===== src/rtl/lzs_defs_pkg.sv =====
// Shared LZS definitions: token types, code constants, FSM states and the
// bit-packer append payload. Used by both encode_ctl and decode_ctl.
package lzs_defs_pkg;

  localparam int unsigned ACC_W  = 20;
  localparam int unsigned CNT_W  = 5;
  localparam int unsigned CODE_W = 13;
  localparam int unsigned WID_W  = 4;
  localparam int unsigned BYTE_W = 8;
  localparam int unsigned OFF_W  = 11;

  localparam logic [1:0] TOK_LIT   = 2'd0;
  localparam logic [1:0] TOK_MATCH = 2'd1;
  localparam logic [1:0] TOK_END   = 2'd2;
  localparam logic [1:0] TOK_RSVD  = 2'd3;

  localparam logic [8:0] END_CODE      = 9'b110000000;
  localparam int unsigned OFF_SHORT_LIM = 128;
  localparam logic [1:0] PFX_OFF_SHORT = 2'b11;
  localparam logic [1:0] PFX_OFF_LONG  = 2'b10;
  localparam logic [3:0] LEN_EXT_NIB   = 4'b1111;
  localparam int unsigned LEN_EXT_BASE  = 8;
  localparam int unsigned LEN_EXT_STEP  = 15;

  typedef enum logic [2:0] {
    S_IDLE = 3'd0,
    S_TOK  = 3'd1,
    S_LEN  = 3'd2,
    S_EXT  = 3'd3,
    S_PAD  = 3'd4,
    S_END  = 3'd5
  } state_e;

  // Right-aligned code and its bit width, appended MSB-first.
  typedef struct packed {
    logic [CODE_W-1:0] code;
    logic [WID_W-1:0]  width;
  } code_t;

  // Length prefix for a length already capped to 2..8 (8 means ">= 8").
  function automatic code_t len_prefix(input logic [3:0] len_cap);
    code_t c;
    c.code  = '0;
    c.width = 4'd4;
    case (len_cap)
      4'd2:    begin c.code = CODE_W'(2'b00); c.width = 4'd2; end
      4'd3:    begin c.code = CODE_W'(2'b01); c.width = 4'd2; end
      4'd4:    begin c.code = CODE_W'(2'b10); c.width = 4'd2; end
      4'd5:    c.code = CODE_W'(4'b1100);
      4'd6:    c.code = CODE_W'(4'b1101);
      4'd7:    c.code = CODE_W'(4'b1110);
      default: c.code = CODE_W'(LEN_EXT_NIB);
    endcase
    return c;
  endfunction

endpackage


===== src/rtl/lzs_bitpack.sv =====
// MSB-first bit accumulator: appends variable-width codes below the pending
// bits and drains the top byte whenever at least 8 bits are held.
module lzs_bitpack
  import lzs_defs_pkg::*;
(
  input  logic              clk,
  input  logic              rst,
  input  logic              push_i,
  input  code_t             code_i,
  input  logic              out_ready_i,
  output logic [BYTE_W-1:0] out_data_o,
  output logic              out_valid_o,
  output logic [CNT_W-1:0]  bitcnt_o
);

  logic [ACC_W-1:0]  acc_q, acc_d;
  logic [CNT_W-1:0]  cnt_q, cnt_d;
  logic [CODE_W-1:0] mask;
  logic [CNT_W-1:0]  sh;
  logic              drain;

  assign out_valid_o = (cnt_q >= CNT_W'(BYTE_W));
  assign out_data_o  = acc_q[ACC_W-1 -: BYTE_W];
  assign bitcnt_o    = cnt_q;
  assign drain       = out_valid_o && out_ready_i;

  // Callers only push while fewer than 8 bits are held, so push and drain
  // are mutually exclusive and the shift amount never goes negative.
  always_comb begin
    acc_d = acc_q;
    cnt_d = cnt_q;
    mask  = CODE_W'((14'd1 << code_i.width) - 14'd1);
    sh    = CNT_W'(ACC_W) - cnt_q - CNT_W'(code_i.width);
    if (drain) begin
      acc_d = acc_q << BYTE_W;
      cnt_d = cnt_q - CNT_W'(BYTE_W);
    end else if (push_i) begin
      acc_d = acc_q | (ACC_W'(code_i.code & mask) << sh);
      cnt_d = cnt_q + CNT_W'(code_i.width);
    end
  end

  always_ff @(posedge clk or posedge rst) begin
    if (rst) begin
      acc_q <= '0;
      cnt_q <= '0;
    end else begin
      acc_q <= acc_d;
      cnt_q <= cnt_d;
    end
  end

endmodule


===== src/rtl/encode_ctl.sv =====
// LZS encoder back end: turns literal/match/end tokens into the LZS bit
// stream and hands it to lzs_bitpack for byte packing.
module encode_ctl
  import lzs_defs_pkg::*;
#(
  parameter int unsigned LEN_W = 12
) (
  input  logic              clk,
  input  logic              rst,
  input  logic              ce_encode,
  input  logic              tok_valid,
  output logic              tok_ready,
  input  logic [1:0]        tok_type,
  input  logic [7:0]        tok_lit,
  input  logic [OFF_W-1:0]  tok_off,
  input  logic [LEN_W-1:0]  tok_len,
  output logic [BYTE_W-1:0] out_data,
  output logic              out_valid,
  input  logic              out_ready,
  output logic              all_end
);

  state_e           state_q, state_d;
  logic [LEN_W-1:0] len_q, len_d;
  logic [LEN_W-1:0] rem_q, rem_d;
  logic [CNT_W-1:0] bitcnt;
  logic             room;
  logic             tok_take;
  logic             rem_ge_step;
  logic [3:0]       len_cap;
  logic             push;
  code_t            code;

  assign room        = (bitcnt < CNT_W'(BYTE_W));
  assign tok_take    = (state_q == S_TOK) && tok_valid && room && (tok_type != TOK_RSVD);
  assign rem_ge_step = (rem_q >= LEN_W'(LEN_EXT_STEP));
  assign len_cap     = (len_q >= LEN_W'(LEN_EXT_BASE)) ? 4'd8 : {1'b0, len_q[2:0]};

  always_ff @(posedge clk or posedge rst) begin
    if (rst) state_q <= S_IDLE;
    else     state_q <= state_d;
  end

  always_comb begin
    state_d = state_q;
    case (state_q)
      S_IDLE: if (ce_encode) state_d = S_TOK;
      S_TOK: begin
        if (tok_take && tok_type == TOK_MATCH) state_d = S_LEN;
        if (tok_take && tok_type == TOK_END)   state_d = S_PAD;
      end
      S_LEN:  if (room) state_d = (len_cap == 4'd8) ? S_EXT : S_TOK;
      S_EXT:  if (room && !rem_ge_step) state_d = S_TOK;
      S_PAD:  if (bitcnt == '0) state_d = S_END;
      S_END:  state_d = S_END;
      default: state_d = S_IDLE;
    endcase
  end

  always_comb begin
    tok_ready  = 1'b0;
    all_end    = 1'b0;
    push       = 1'b0;
    code.code  = '0;
    code.width = '0;
    case (state_q)
      S_TOK: begin
        tok_ready = tok_take;
        push      = tok_take;
        case (tok_type)
          TOK_LIT: begin
            code.code  = CODE_W'({1'b0, tok_lit});
            code.width = 4'd9;
          end
          TOK_MATCH: begin
            if (tok_off < OFF_W'(OFF_SHORT_LIM)) begin
              code.code  = CODE_W'({PFX_OFF_SHORT, tok_off[6:0]});
              code.width = 4'd9;
            end else begin
              code.code  = CODE_W'({PFX_OFF_LONG, tok_off});
              code.width = 4'd13;
            end
          end
          default: begin
            code.code  = CODE_W'(END_CODE);
            code.width = 4'd9;
          end
        endcase
      end
      S_LEN: begin
        push = room;
        code = len_prefix(len_cap);
      end
      S_EXT: begin
        push       = room;
        code.code  = CODE_W'(rem_ge_step ? LEN_EXT_NIB : rem_q[3:0]);
        code.width = 4'd4;
      end
      S_PAD: begin
        // Zero-fill up to the next byte boundary.
        push       = room && (bitcnt != '0);
        code.width = 4'(CNT_W'(BYTE_W) - bitcnt);
      end
      S_END: all_end = 1'b1;
      default: ;
    endcase
  end

  always_comb begin
    len_d = len_q;
    rem_d = rem_q;
    if (tok_take && tok_type == TOK_MATCH) len_d = tok_len;
    if (state_q == S_LEN && room)          rem_d = len_q - LEN_W'(LEN_EXT_BASE);
    if (state_q == S_EXT && room && rem_ge_step) rem_d = rem_q - LEN_W'(LEN_EXT_STEP);
  end

  always_ff @(posedge clk or posedge rst) begin
    if (rst) begin
      len_q <= '0;
      rem_q <= '0;
    end else begin
      len_q <= len_d;
      rem_q <= rem_d;
    end
  end

  lzs_bitpack u_bitpack (
    .clk         (clk),
    .rst         (rst),
    .push_i      (push),
    .code_i      (code),
    .out_ready_i (out_ready),
    .out_data_o  (out_data),
    .out_valid_o (out_valid),
    .bitcnt_o    (bitcnt)
  );

endmodule


===== config.mk =====
export PLATFORM = sky130hd
export DESIGN_NAME = encode_ctl
export DESIGN_NICKNAME = d
export VERILOG_FILES = /design/src/rtl/lzs_defs_pkg.sv /design/src/rtl/lzs_bitpack.sv /design/src/rtl/encode_ctl.sv
export SDC_FILE = /design/constraint.sdc
export NUM_CORES = 1
export LEC_CHECK = 0
export BUFFER_PORTS_ARGS = -buffer_cell sky130_fd_sc_hd__buf_2
export CORE_ASPECT_RATIO = 1.1
export CORE_MARGIN = 5
export CORE_UTILIZATION = 50
export DETAILED_ROUTE_END_ITERATION = 12
export GPL_ROUTABILITY_DRIVEN = 0
export PLACE_DENSITY = 0.76
export REMOVE_ABC_BUFFERS = 1
export SETUP_SLACK_MARGIN = 0.3
export SLEW_MARGIN = 10
export SYNTH_ARGS = -nofsm -noshare
export SYNTH_HDL_FRONTEND = slang
export SYNTH_SLANG_ARGS = --single-unit

===== constraint.sdc =====
create_clock -name clk -period 11.72 [get_ports clk]
set_clock_uncertainty 0.15 [all_clocks]
set_input_delay 1.172 -clock clk [delete_from_list [all_inputs] [get_ports clk]]
set_output_delay 1.172 -clock clk [all_outputs]
set_load 0.02 [all_outputs]

==> impl_metrics.tcl <==
set metrics [dict create \
    critPathRequiredTime_ns 11.77 \
    first_global_vias 3951 \
    cts.repair.resized 0 \
    critical_path_maximum_fanout 28 \
    clk-insertion-delay-late_ns 0.31 \
    timing_worst_setup_path_type "in2reg" \
    grt_pass1_wl_mm 18.9 \
    synth.lib_cells_used.distinct 81 \
    hold_buffers 0 \
    routed-via-count 4049 \
    antenna_diode_count 0 \
    grt_antenna_before_repair 0 \
    final-hold-violation-count 0 \
    die_height_um 107 \
    hold-path-cell-count 2 \
    cells_after_synth 489 \
    start_util 0.511 \
    area_of_the_core_mm2 0.00836 \
    worst_setup_path_end_kind "flip-flop" \
    seq_area_frac_synth 0.305 \
    rsz_0062_raised_after_global_routing "false" \
    cts_tree "built" \
    design.die.area_mm2 0.0105 \
    root_buffer "sky130_fd_sc_hd__clkbuf_8" \
    drt_iter0_markers 348 \
    number_of_buffers_created_by_cts 5 \
    io_buffers 48 \
    slowest_delay_ns 1.20 \
    ios 49 \
    critPathMostFrequentCell "sky130_fd_sc_hd__nand2_1" \
    postSynth.topFlopCell "sky130_fd_sc_hd__dfrtp_1" \
    wirelength_mm 11.4 \
    worstHoldStart "u_bitpack.acc_q[1]" \
    fin_crit_sh 0.423 \
    critical_path_arrival_ns 5.01 \
    cts_num_sinks 52 \
    setup_ws_ns 6.76 \
    finalNetCount 570 \
    worst_slew_pin_slew_ns 0.950 \
    synth-async-reset-ratio 1.00 \
    worst_hold_path.endpoint "u_bitpack.acc_q[1]" \
    timing.max_slew.rel_slack 0.366 \
    flow.area_growth_from_synthesis_pct 7.79 \
    status "finished, final reports clean" \
    register_area_mm2 0.00130 \
    drt.antenna.violating_nets 0 \
    placementRows 35 \
    drc_errors 0 \
    final-max-slew-violation-count 0 \
    synth_area_mm2 0.00427 \
    rr_worst_depth 14 \
    final_setup_vio_count 0 \
    cp_cell_instances "buf_2 -> nor4_1 -> nor2_1 -> nand2_1 -> o211ai_1 -> ha_1 -> fa_1 -> clkinv_1 -> nand2_1 -> o311ai_1 -> nor3_1 -> nor4_2" \
    cts.path.max_buffers 2 \
    r2r_startpoint "len_q[3]" \
    grt_max_degree 53 \
    final_sum_of_negative_setup_slack_ns 0 \
    final_layout_size_suffix_gt1_frac 0.211 \
    route.detailed.wl_per_inst_um 18.1 \
    avgSynthCellArea_um2 8.74 \
    timing.reg2reg.setup_slack_ns 6.85 \
    place_hpwl_mm 8.62 \
    postCtsSetupRepairBufs 0 \
    nFillCells 781 \
    postSynthRegisterBits 52 \
    critical_path.reg2reg.endpoint "u_bitpack.acc_q[17]" \
    period_minus_slack_ns 4.96 \
    placement.setup.worst_slack_ns 6.57 \
    critPathLaunchType "input port" \
    synth_edf_count 0 \
    highest_clock_frequency_the_design_can_meet_ghz 0.202 \
    drv.max_cap_violation_count 0 \
    timing.critical_path.slowest_stage_cell "sky130_fd_sc_hd__fa_1" \
    multi_input_gate_area_mm2 0.00274 \
    cts-htree-levels 2 \
    hold_path.class "reg2reg" \
    overflow 0 \
    vias_per_cell 6.45 \
    ys_warn_count 0 \
    clk_pin_slew_ns 0.10 \
    drt-pass1-iter-count 6 \
    grt_use_total 0.217 \
    fp.dieW_um 98.1 \
]
[how the worst max path moves through the flow]
stage               slack (ns)       start                  end
floorplan                 7.25  tok_off[9]  u_bitpack.acc_q[17]
CTS                       6.86  tok_off[9]  u_bitpack.acc_q[17]
detailed placement        6.57  tok_off[9]  u_bitpack.acc_q[17]
global route              6.31  tok_off[9]  u_bitpack.acc_q[17]
finish                    6.76  tok_off[9]  u_bitpack.acc_q[17]
global placement          6.67  tok_off[9]  u_bitpack.acc_q[17]
[critical path: cells and delay by family]
kind / cells / cell delay (ns)
AO/OA/AOI/OAI: 2 / 0.36
AND/OR/NAND/NOR: 6 / 1.23
buffers and inverters: 2 / 0.63
adder cells (fa/ha/maj): 2 / 1.62
[registers in the layout, indices dropped and copies added (netlist names)]
| name | cells |
|---|---|
| u_bitpack.acc_q | 20 |
| state_q | 3 |
| rem_q | 12 |
| len_q | 12 |
| u_bitpack.bitcnt_o | 5 |
[metal layers]
layer | vias to the layer above | GRT usage | wire length [um]
met5 | - | 0 | 0
met4 | 0 | 0.0663 | 204
met3 | 25 | 0.0384 | 1030
met2 | 226 | 0.358 | 5420
met1 | 1923 | 0.290 | 4730
li1 | 1875 | - | -
[logic make-up (layout without fill, tap and decap cells)]
group | count (synthesis) | count (layout) | share of synthesized area
adders and majority gates | 16 | 16 | 0.0539
xor gates and xnor gates | 18 | 18 | 0.0369
DFF | 52 | 52 | 0.305
AOI/OAI and AO/OA | 135 | 135 | 0.236
muxes | 36 | 36 | 0.0908
buffers and inverters | 53 | 81 | 0.0553
and+or+nand+nor | 179 | 179 | 0.222
[synth_stat cells (all sizes together) (4+ instances only)]
| library cell | number | area [um^2] |
|---|---|---|
| a211oi | 4 | 50.1 |
| a21oi | 28 | 144 |
| a31oi | 7 | 43.8 |
| a41oi | 6 | 60.1 |
| and3 | 6 | 37.5 |
| buf | 15 | 93.8 |
| clkbuf | 14 | 52.6 |
| dfrtp | 52 | 1300 |
| fa | 4 | 80.1 |
| ha | 12 | 150 |
| inv | 23 | 86.3 |
| mux2 | 19 | 218 |
| mux2i | 17 | 170 |
| nand2 | 56 | 213 |
| nand3 | 14 | 70.1 |
| nand4 | 10 | 68.8 |
| nor2 | 38 | 145 |
| nor2b | 5 | 31.3 |
| nor3 | 19 | 105 |
| nor3b | 4 | 40.0 |
| nor4 | 4 | 37.5 |
| o211ai | 8 | 70.1 |
| o21ai | 23 | 115 |
| o22ai | 4 | 25.0 |
| o311a | 4 | 40.0 |
| o311ai | 6 | 52.6 |
| o31ai | 6 | 50.1 |
| or3 | 5 | 31.3 |
| xnor2 | 15 | 131 |
[through the flow]
step                      instances  hold slack (ns)   util  cell area (um^2)
after floorplan                 460            0.296      -              4130
after global placement          620            0.309  0.540              4510
after detailed placement        620            0.323  0.540              4510
after CTS                       628            0.342  0.550              4600
after global routing            628            0.353  0.551              4610
final                           628            0.338  0.551              4610
[layout make-up]
cell class,count,area share
Sequential cell,52,0.283
Timing Repair Buffer,49,0.0538
Clock buffer,5,0.0149
Tap cell,111,0.0302
Multi-Input combinational cell,384,0.594
Inverter,24,0.0198
Clock inverter,3,0.00489
[layout by cell type, fill, tap and decap left out, types with 7 or more instances in the layout]
master,n
sky130_fd_sc_hd__a31oi_1,7
sky130_fd_sc_hd__nand3_1,14
sky130_fd_sc_hd__buf_2,48
sky130_fd_sc_hd__nor3_1,17
sky130_fd_sc_hd__mux2i_1,17
sky130_fd_sc_hd__ha_1,12
sky130_fd_sc_hd__dfrtp_1,52
sky130_fd_sc_hd__a21oi_1,27
sky130_fd_sc_hd__o21ai_0,21
sky130_fd_sc_hd__nor2_1,37
sky130_fd_sc_hd__nand2_1,55
sky130_fd_sc_hd__nand4_1,9
sky130_fd_sc_hd__mux2_2,18
sky130_fd_sc_hd__inv_1,19
sky130_fd_sc_hd__xnor2_1,15
Power is not shown: default switching activity piles up to over one toggle a cycle in this logic, so the estimate is an artifact.
